==> src/rtl/keypad_scanner_n_if.sv <==
// Pin and status bundle between the keypad matrix, the scanner and its consumer.
// master = scanner side; slave = board pins plus game-fsm side.
interface keypad_scanner_n_if #(
  parameter int ROWS  = 4,
  parameter int COLS  = 4,
  parameter int KEY_W = 5
);
  logic [COLS-1:0]  columna;
  logic [ROWS-1:0]  fila;
  logic [KEY_W-1:0] key;
  logic             keypad_pressed;
  logic             key_valid;
  logic             multi_key;

  modport master (
    input  columna,
    output fila, key, keypad_pressed, key_valid, multi_key
  );

  modport slave (
    output columna,
    input  fila, key, keypad_pressed, key_valid, multi_key
  );
endinterface

==> src/rtl/keypad_scanner_n.sv <==
// ROWS x COLS matrix keypad scanner with debounce, latched key code and multi-key flag.
// Optional auto-repeat of key_valid while held: define KEYPAD_REPEAT_EN.
module keypad_scanner_n #(
  parameter int ROWS          = 4,
  parameter int COLS          = 4,
  parameter int KEY_W         = 5,
  parameter int SCAN_DIV      = 1000,
  parameter int DEBOUNCE      = 4,
  parameter int REPEAT_FRAMES = 50
) (
  input  logic                clk,
  input  logic                rst,
  keypad_scanner_n_if.master  kp
);

  localparam int DW_W  = (SCAN_DIV > 1) ? $clog2(SCAN_DIV) : 1;
  localparam int ROW_W = $clog2(ROWS);
  localparam int DC_W  = $clog2(DEBOUNCE + 1);
  localparam logic [KEY_W-1:0] NO_KEY = '1;

  // Elaboration-time guards on the parameter ranges.
  if (2 ** KEY_W <= ROWS * COLS) begin : g_bad_key_w
    $error("keypad_scanner_n: KEY_W too small for ROWS*COLS codes plus NO_KEY");
  end
  if (SCAN_DIV < 4 || DEBOUNCE < 1 || REPEAT_FRAMES < 1) begin : g_bad_timing
    $error("keypad_scanner_n: SCAN_DIV >= 4, DEBOUNCE >= 1, REPEAT_FRAMES >= 1 required");
  end

  typedef enum logic [1:0] {IDLE, DEB, HELD, REL} state_e;

  // Two-flop synchroniser for the asynchronous column pins.
  logic [COLS-1:0]  col_s1_q, col_s2_q;

  logic [DW_W-1:0]  dwell_q, dwell_d;
  logic [ROW_W-1:0] row_q, row_d;
  logic [ROWS-1:0]  fila_q, fila_d;

  // Per-frame accumulators, cleared at each frame end.
  logic             found_q, found_d;
  logic [KEY_W-1:0] acc_cand_q, acc_cand_d;
  logic [1:0]       cnt_q, cnt_d;
  logic             seen_q, seen_d;

  state_e           state_q, state_d;
  logic [KEY_W-1:0] cand_q, cand_d;
  logic [DC_W-1:0]  dctr_q, dctr_d;
  logic [KEY_W-1:0] key_q, key_d;
  logic             pressed_q, pressed_d;
  logic             valid_q, valid_d;
  logic             multi_q, multi_d;

`ifdef KEYPAD_REPEAT_EN
  localparam int REP_W = $clog2(REPEAT_FRAMES + 1);
  logic [REP_W-1:0] rep_q, rep_d;
`endif

  function automatic logic [KEY_W-1:0] code_of(input logic [ROW_W-1:0] r, input int c);
    return KEY_W'(int'(r) * COLS + c);
  endfunction

  logic             sample, last_row, frame_end;
  logic [COLS-1:0]  pressed_row;
  logic             row_found, row_seen;
  logic [KEY_W-1:0] row_code;
  logic [1:0]       row_cnt;
  logic             f_found, f_seen;
  logic [KEY_W-1:0] f_cand;
  logic [2:0]       cnt_sum;
  logic [1:0]       f_cnt;

  // NOTE: every always_comb output gets a default first, so no path leaves a latch.
  always_comb begin
    sample      = (dwell_q == DW_W'(SCAN_DIV - 1));
    last_row    = (row_q == ROW_W'(ROWS - 1));
    frame_end   = sample && last_row;
    pressed_row = ~col_s2_q;

    // Descending scan leaves the lowest pressed column as row_code.
    row_found = 1'b0;
    row_seen  = 1'b0;
    row_code  = '0;
    row_cnt   = '0;
    for (int c = COLS - 1; c >= 0; c--) begin
      if (pressed_row[c]) begin
        row_found = 1'b1;
        row_code  = code_of(row_q, c);
        if (row_cnt != 2'd2) row_cnt = row_cnt + 2'd1;
        if (code_of(row_q, c) == key_q) row_seen = 1'b1;
      end
    end

    f_found = found_q | row_found;
    f_cand  = found_q ? acc_cand_q : row_code;
    f_seen  = seen_q | row_seen;
    cnt_sum = {1'b0, cnt_q} + {1'b0, row_cnt};
    f_cnt   = (cnt_sum > 3'd2) ? 2'd2 : cnt_sum[1:0];

    dwell_d    = sample ? '0 : dwell_q + DW_W'(1);
    row_d      = row_q;
    fila_d     = fila_q;
    found_d    = found_q;
    acc_cand_d = acc_cand_q;
    cnt_d      = cnt_q;
    seen_d     = seen_q;
    if (sample) begin
      row_d  = last_row ? '0 : row_q + ROW_W'(1);
      fila_d = ~(ROWS'(1) << row_d);
      if (last_row) begin
        found_d    = 1'b0;
        acc_cand_d = '0;
        cnt_d      = '0;
        seen_d     = 1'b0;
      end else begin
        found_d    = f_found;
        acc_cand_d = f_cand;
        cnt_d      = f_cnt;
        seen_d     = f_seen;
      end
    end

    state_d   = state_q;
    cand_d    = cand_q;
    dctr_d    = dctr_q;
    key_d     = key_q;
    pressed_d = pressed_q;
    valid_d   = 1'b0;
    multi_d   = multi_q;
`ifdef KEYPAD_REPEAT_EN
    rep_d     = rep_q;
`endif

    if (frame_end) begin
      multi_d = (f_cnt > 2'd1);
`ifdef KEYPAD_REPEAT_EN
      // Any frame that does not stay in HELD restarts the repeat count.
      rep_d = '0;
`endif
      unique case (state_q)
        IDLE: begin
          if (f_found) begin
            cand_d = f_cand;
            dctr_d = DC_W'(1);
            if (DEBOUNCE == 1) begin
              state_d   = HELD;
              key_d     = f_cand;
              pressed_d = 1'b1;
              valid_d   = 1'b1;
            end else begin
              state_d = DEB;
            end
          end
        end
        DEB: begin
          if (!f_found) begin
            state_d = IDLE;
          end else if (f_cand == cand_q) begin
            dctr_d = dctr_q + DC_W'(1);
            if (dctr_d == DC_W'(DEBOUNCE)) begin
              state_d   = HELD;
              key_d     = cand_q;
              pressed_d = 1'b1;
              valid_d   = 1'b1;
            end
          end else begin
            cand_d = f_cand;
            dctr_d = DC_W'(1);
          end
        end
        HELD: begin
          if (f_seen) begin
`ifdef KEYPAD_REPEAT_EN
            rep_d = rep_q + REP_W'(1);
            if (rep_d == REP_W'(REPEAT_FRAMES)) begin
              rep_d   = '0;
              valid_d = 1'b1;
            end
`endif
          end else if (DEBOUNCE == 1) begin
            state_d   = IDLE;
            key_d     = NO_KEY;
            pressed_d = 1'b0;
          end else begin
            state_d = REL;
            dctr_d  = DC_W'(1);
          end
        end
        REL: begin
          if (f_seen) begin
            state_d = HELD;
          end else begin
            dctr_d = dctr_q + DC_W'(1);
            if (dctr_d == DC_W'(DEBOUNCE)) begin
              state_d   = IDLE;
              key_d     = NO_KEY;
              pressed_d = 1'b0;
            end
          end
        end
        default: state_d = IDLE;
      endcase
    end
  end

  // NOTE: sequential state uses non-blocking assignments and every flop has the async reset.
  always_ff @(posedge clk or posedge rst) begin
    if (rst) begin
      col_s1_q   <= '1;
      col_s2_q   <= '1;
      dwell_q    <= '0;
      row_q      <= '0;
      fila_q     <= ~ROWS'(1);
      found_q    <= 1'b0;
      acc_cand_q <= '0;
      cnt_q      <= '0;
      seen_q     <= 1'b0;
      state_q    <= IDLE;
      cand_q     <= '0;
      dctr_q     <= '0;
      key_q      <= NO_KEY;
      pressed_q  <= 1'b0;
      valid_q    <= 1'b0;
      multi_q    <= 1'b0;
`ifdef KEYPAD_REPEAT_EN
      rep_q      <= '0;
`endif
    end else begin
      col_s1_q   <= kp.columna;
      col_s2_q   <= col_s1_q;
      dwell_q    <= dwell_d;
      row_q      <= row_d;
      fila_q     <= fila_d;
      found_q    <= found_d;
      acc_cand_q <= acc_cand_d;
      cnt_q      <= cnt_d;
      seen_q     <= seen_d;
      state_q    <= state_d;
      cand_q     <= cand_d;
      dctr_q     <= dctr_d;
      key_q      <= key_d;
      pressed_q  <= pressed_d;
      valid_q    <= valid_d;
      multi_q    <= multi_d;
`ifdef KEYPAD_REPEAT_EN
      rep_q      <= rep_d;
`endif
    end
  end

  assign kp.fila           = fila_q;
  assign kp.key            = key_q;
  assign kp.keypad_pressed = pressed_q;
  assign kp.key_valid      = valid_q;
  assign kp.multi_key      = multi_q;

endmodule
==> src/flat_wrapper.sv <==
// flat-port wrapper written by rule: the top's interface ports become plain ports
module keypad_scanner_n_flat 
#(
  parameter int ROWS          = 4,
  parameter int COLS          = 4,
  parameter int KEY_W         = 5,
  parameter int SCAN_DIV      = 1000,
  parameter int DEBOUNCE      = 4,
  parameter int REPEAT_FRAMES = 50
)
  (clk, rst, kp_columna, kp_fila, kp_key, kp_keypad_pressed, kp_key_valid, kp_multi_key);
  keypad_scanner_n_if #(.ROWS(ROWS), .COLS(COLS), .KEY_W(KEY_W)) kp_i ();
  input  logic clk;
  input  logic rst;
  input wire logic [$bits(kp_i.columna)-1:0] kp_columna;
  output wire logic [$bits(kp_i.fila)-1:0] kp_fila;
  output wire logic [$bits(kp_i.key)-1:0] kp_key;
  output wire logic [$bits(kp_i.keypad_pressed)-1:0] kp_keypad_pressed;
  output wire logic [$bits(kp_i.key_valid)-1:0] kp_key_valid;
  output wire logic [$bits(kp_i.multi_key)-1:0] kp_multi_key;
  assign kp_i.columna = kp_columna;
  assign kp_fila = kp_i.fila;
  assign kp_key = kp_i.key;
  assign kp_keypad_pressed = kp_i.keypad_pressed;
  assign kp_key_valid = kp_i.key_valid;
  assign kp_multi_key = kp_i.multi_key;
  keypad_scanner_n #(.ROWS(ROWS), .COLS(COLS), .KEY_W(KEY_W), .SCAN_DIV(SCAN_DIV), .DEBOUNCE(DEBOUNCE), .REPEAT_FRAMES(REPEAT_FRAMES)) u_core (.clk(clk), .rst(rst), .kp(kp_i));
endmodule
==> config.mk <==
export PLATFORM = sky130hd
export DESIGN_NAME = keypad_scanner_n_flat
export DESIGN_NICKNAME = d
export VERILOG_FILES = /design/src/rtl/keypad_scanner_n_if.sv /design/src/rtl/keypad_scanner_n.sv /design/src/flat_wrapper.sv
export SDC_FILE = /design/constraint.sdc
export NUM_CORES = 1
export LEC_CHECK = 0
export ABC_AREA = 1
export CORE_UTILIZATION = 51
export CTS_BUF_LIST = sky130_fd_sc_hd__clkbuf_2 sky130_fd_sc_hd__clkbuf_4 sky130_fd_sc_hd__clkbuf_8
export DETAILED_ROUTE_END_ITERATION = 12
export PLACE_DENSITY = 0.74
export SLEW_MARGIN = 20
export SYNTH_ARGS = -nofsm -noshare
export SYNTH_HDL_FRONTEND = slang
export SYNTH_SLANG_ARGS = --single-unit
==> constraint.sdc <==
create_clock -name clk -period 3.1 [get_ports clk]
set_input_delay 0.31 -clock clk [delete_from_list [all_inputs] [get_ports clk]]
set_output_delay 0.31 -clock clk [all_outputs]
set_load 0.02 [all_outputs]
# [After elaboration in Yosys (flattened, before gate mapping)]
# Cells that the tools add are included.
[classes] n_addsub=10 n_lt_le_gt_ge=2 eq_ne=25 n_shift=1 muxes=66 n_bitwise=4 n_reduce_logical=8
[op_table] operator="$mux W5" count=14
[op_table] operator="$mux W2" count=16
[op_table] operator="$mux W1" count=25
[op_table] operator="$eq A5 B5 Y1" count=4
[op_table] operator="$pmux W5 S2" count=2
[op_table] operator="$mux W3" count=5
[op_table] operator="$pmux W3 S4" count=1
[op_table] operator="$add A10 B1 Y10 const B" count=1
[op_table] operator="$add A4 B2 Y5 const B" count=2
[op_table] operator="$eq A10 B10 Y1 const B" count=1
[op_table] operator="$mux W10" count=1
[op_table] operator="$ne A2 B1 Y1 const B" count=5
[op_table] operator="$ne A2 B2 Y1 const B" count=5
[op_table] operator="$reduce_and A5 Y1" count=2
[op_table] operator="$not A4 Y4" count=2
[op_table] operator="$pmux W2 S4" count=1
[op_table] operator="$reduce_and A7 Y1" count=1
[op_table] operator="$add A2 B1 Y2 const B" count=3
[op_table] operator="$eq A2 B2 Y1 const B" count=3
[op_table] operator="$ne A3 B3 Y1 const B" count=2
[op_table] operator="$reduce_and A6 Y1" count=1
[op_table] operator="$add A4 B1 Y5 const B" count=1
[op_table] operator="$eq A4 B5 Y1" count=1
[op_table] operator="$reduce_bool A2 Y1" count=2
[op_table] operator="14 further kinds" count=15
[totals] register_bits=51 word_cells=132

# [Longest topological paths before layout]
[depth] depth_word=15 depth_mapped=15 mapped_depth_nobuf=15

# [Worst setup path after synthesis]
# No wires, ideal clock.
[synth_path] path_kind="register to register" start="register u_core.col_s2_q[2]" end="register u_core.cnt_q[0]" setup_time_ns=0.083 t_arrival_ns=2.240 path_slack_ns=0.777 path_stages_with_launch=16 synth_period_minus_slack_ns=2.323 path_cell_list="dfstp_2 inv_1 ha_1 nand2_1 nand2_1 inv_1 ha_1 nand2_1 o21ai_0 ha_1 inv_1 fa_1 nand2_1 inv_1 nand2_1 o21ai_0"
[synth_between] elab_chain_len=12
[synth_rtl] element="from (decl)" line="keypad_scanner_n.sv:32" source="logic [COLS-1:0] col_s1_q, col_s2_q;"
[synth_rtl] element="from (signal assigned)" line="keypad_scanner_n.sv:228" source="col_s2_q <= col_s1_q;"
[synth_rtl] element="$not A4 Y4 (*)" line="keypad_scanner_n.sv:76" source="pressed_row = ~col_s2_q;"
[synth_rtl] element="$mux W2 (*)" line="keypad_scanner_n.sv:84" source="if (pressed_row[c]) begin"
[synth_rtl] element="$add A2 B1 Y2 or $ne A2 B2 Y1 (tied branches)" line="keypad_scanner_n.sv:87" source="if (row_cnt != 2'd2) row_cnt = row_cnt + 2'd1;"
[synth_rtl] element="$mux W2" line="keypad_scanner_n.sv:87"
[synth_rtl] element="$mux W2 (*)" line="keypad_scanner_n.sv:84"
[synth_rtl] element="$add A2 B1 Y2 or $ne A2 B2 Y1 (tied branches)" line="keypad_scanner_n.sv:87"
[synth_rtl] element="$mux W2" line="keypad_scanner_n.sv:87"
[synth_rtl] element="$mux W2 (*)" line="keypad_scanner_n.sv:84"
[synth_rtl] element="$add A2 B2 Y3 (*)" line="keypad_scanner_n.sv:95" source="cnt_sum = {1'b0, cnt_q} + {1'b0, row_cnt};"
[synth_rtl] element="$gt A3 B2 Y1" line="keypad_scanner_n.sv:96" source="f_cnt = (cnt_sum > 3'd2) ? 2'd2 : cnt_sum[1:0];"
[synth_rtl] element="$mux W2 (*)" line="keypad_scanner_n.sv:96"
[synth_rtl] element="$mux W2 (*)" line="keypad_scanner_n.sv:108" source="if (last_row) begin"
[synth_rtl] element="to (signal assigned)" line="keypad_scanner_n.sv:234" source="cnt_q <= cnt_d;"
[synth_rtl] element="to (decl)" line="keypad_scanner_n.sv:41" source="logic [1:0] cnt_q, cnt_d;"
# Every way passes the cells marked *; elsewhere a longest branch is shown, timed or not.
# A chain may end at the register's enable or synchronous reset.

# [Final worst setup path]
# Ends and elaborated chain as after synthesis.

==> results by group <==
Status
  – Status: finished clean

Place
  – DP Worst Slack: 0.627 ns
  – Buffers added on ports: 17
  – Inst Count DP: 409
  – GPL Wtd Cong: 0.834
  – DP Wirelength: 3600 µm

Run
  – Max-cap violation count: 0

Layout
  – Most frequent cells in the layout: nand2_1, dfrtp_1, inv_1
  – Most common cell after layout, fill and taps aside: nand2_1
  – Nets@finish: 367
  – Final non-filler cell total: 417
  – Layout area overhead: 13.5%
  – # diodes: 0
  – Number of fill cells: 470
  – Share of cells above drive strength 1: 15.3%

Floorplanning
  – Die height: 74.7 µm
  – Core ar.: 0.00511 mm²
  – Ports: 18
  – Num rows: 26
  – Die X: 74.7 µm
  – Starting Density: 52.8%
  – DIE AREA: 0.00559 mm²

STA
  – Worst slew pin tran: 0.929 ns
  – Slew margin rel.: 38.0%
  – Setup violators final: 0
  – Final slew viol count: 0
  – Minimum clock period after layout: 2.47 ns
  – Fin. Hold Viols: 0
  – Fmax achieved: 0.404 GHz
  – Hold Worst Slack: 0.356 ns
  – Final Worst Setup Slack: 0.628 ns
  – Setup_tns: 0 ns
  – Clock Skew: 0.00401 ns
  – Final period util: 79.8%
  – RSZ-0062 raised after global routing: no

Worst hold path
  – Hold Path Depth: 0
  – Hold path start: u_core.col_s1_q[2]
  – WHS Endpoint: u_core.col_s2_q[2]
  – Hold Path Class: reg -> reg

Global routing
  – Initial antenna violation count: 0
  – Total Routing Usage GR: 19.8%
  – Largest net degree at the start of global routing: 47
  – Vias in the first global route: 1873
  – First-pass GRT wire length: 8260 µm
  – Congestion Overflow GR: 0

CTS
  – Clock sinks: 51
  – CTS max path bufs: 2
  – Post CTS Setup Buffer Count: 0
  – CTS Hold Buffers Added: 0
  – Post-CTS resize count: 0
  – Root buffer cell: clkbuf_8
  – Worst skew pair latency: 0.31 ns
  – CTS H-tree depth: 2
  – CTS tree: done
  – Number of CTS-inserted buffers: 5
  – Reg clk slew, reported paths: 0.09 ns

Setup path
  – Reg2Reg Setup Slack: 0.63 ns
  – Endpoint class of the critical path: flop
  – Worst R2R Path Depth: 15
  – Setup CP Type: reg -> reg
  – Worst r2r src: u_core.col_s2_q[2]
  – Critical path peak fanout: 5
  – Worst Path Required: 3.33 ns
  – Critical Path Source: u_core.col_s2_q[2]
  – Crit path DAT: 2.70 ns
  – Worst Setup Start Kind: flop
  – Reg-to-reg endpoint: u_core.cnt_q[0]

Drt
  – DR DRC count: 0
  – First-pass DRT Iterations: 4
  – Detailed Route Iter0 Violations: 128
  – Routed WL: 4830 µm
  – Routed Antenna Nets: 0
  – Detailed-route via count: 2069
  – WL/cell: 11.6 µm
  – Routed vias/inst: 4.96

Logic synthesis
  – Leading post-synthesis cells by cell area: dfrtp_1, dfstp_2, nand2_1, ha_1, nand3_1
  – Syn Inst Count: 323
  – Post-synth top area share: 32.5%
  – Synth unique cells: 32
  – Mean area per synthesized cell: 8.36 µm²
  – Post-synth EDFFs: 0
  – Asr flop ratio synth: 100%
  – Post-synthesis sequential area ratio: 48.0%
  – Synth Cell Area: 0.00270 mm²
  – Synth Flop Type: dfrtp_1
  – Area leader, netlist: dfrtp_1
  – Synthesis-stage register bit count: 51
  – Syn nets: 344
  – Syn. warnings: 0

Power
  – Worst vdd ir: 181 µV
  – Power Total: 1150 µW
  – Lkg Pwr: 0.00159 µW
  – Pwr dens: 377 mW/mm²
==> layer usage <==
layer	up-vias	global-route usage [%]	part of all wire, %
li1	1061	-	-
met1	973	27.9	50
met2	26	30.1	46
met3	9	4.82	2.3
met4	0	6.29	1.7
met5	-	0	0
==> cells by family after synthesis <==
kind of cell / synth area share [%]
simple gates: 31.4
xor+xnor: 0.974
buf+inv: 5.89
fa+ha+maj: 7.23
compound gates: 6.49
flops: 48.0
==> cell usage after synthesis, types with 2 or more instances <==
cell type and count:
a21oi_1 5, clkbuf_1 2, dfrtp_1 35, dfstp_2 16, ha_1 14, inv_1 30
inv_2 7, nand2_1 109, nand2_2 2, nand2_4 5, nand3_1 25, nor2_1 20
nor2_2 3, nor2_8 2, nor3_1 6, o21ai_0 19, o21ai_1 5, or2_2 2
xor2_1 3
==> flip-flops by register name, indices dropped and copies added (netlist names) <==
| register | flops |
|---|---|
| u_core.col_s2_q | 4 |
| u_core.kp.keypad_pressed | 1 |
| u_core.seen_q | 1 |
| u_core.acc_cand_q | 5 |
| u_core.kp.multi_key | 1 |
| u_core.found_q | 1 |
| u_core.cnt_q | 2 |
| u_core.col_s1_q | 4 |
| u_core.dctr_q | 3 |
| u_core.kp.fila | 4 |
| u_core.kp.key_valid | 1 |
| u_core.state_q | 2 |
| u_core.cand_q | 5 |
| u_core.row_q | 2 |
| u_core.dwell_q | 10 |
| u_core.kp.key | 5 |
==> where the power goes <==
part | switching [µW] | leakage, µW | internal (µW)
Clock | 211 | 0.0000549 | 213
Sequential | 3.93 | 0.000641 | 675
Combinational | 34.3 | 0.000889 | 17.7
==> layout make-up <==
| class | count | area, µm² | share of cell area (%) |
|---|---|---|---|
| multi-input combinational | 231 | 1240 | 40.6 |
| tap | 70 | 87.6 | 2.86 |
| sequential | 51 | 1300 | 42.3 |
| timing repair buffer | 20 | 193 | 6.29 |
| clock buffer | 8 | 104 | 3.39 |
| inverter | 37 | 139 | 4.53 |
==> worst max path at each step <==
| stage | to | slack (ns) | cells after the start |
|---|---|---|---|
| CTS | u_core.cnt_q[0] | 0.61 | 15 |
| global route | u_core.kp.multi_key | 0.40 | 14 |
| global placement | u_core.cnt_q[0] | 0.70 | 15 |
| detailed placement | u_core.kp.multi_key | 0.63 | 14 |
| finish | u_core.cnt_q[0] | 0.63 | 15 |
| floorplan | u_core.cnt_q[0] | 0.78 | 15 |
==> through the flow <==
step                      instance area [µm²]  util [%]
after floorplan                          2700         -
final                                    3060      60.0
after global placement                   2960      57.9
after global routing                     3060      60.0
after CTS                                3060      60.0
after detailed placement                 2960      57.9
==> critical path, cell delays in order (launching register included) <==
cell     delay [ns]
dfstp_2        0.58
inv_1          0.06
ha_1           0.28
nand2_1        0.07
nand2_1        0.05
inv_1          0.07
ha_1           0.14
nand2_1        0.04
o21ai_0        0.08
ha_1           0.17
inv_1          0.05
fa_1           0.49
nand2_1        0.05
inv_1          0.07
nand2_1        0.05
o21ai_0        0.14
No activity file was read; power rests on OpenSTA's default activity.
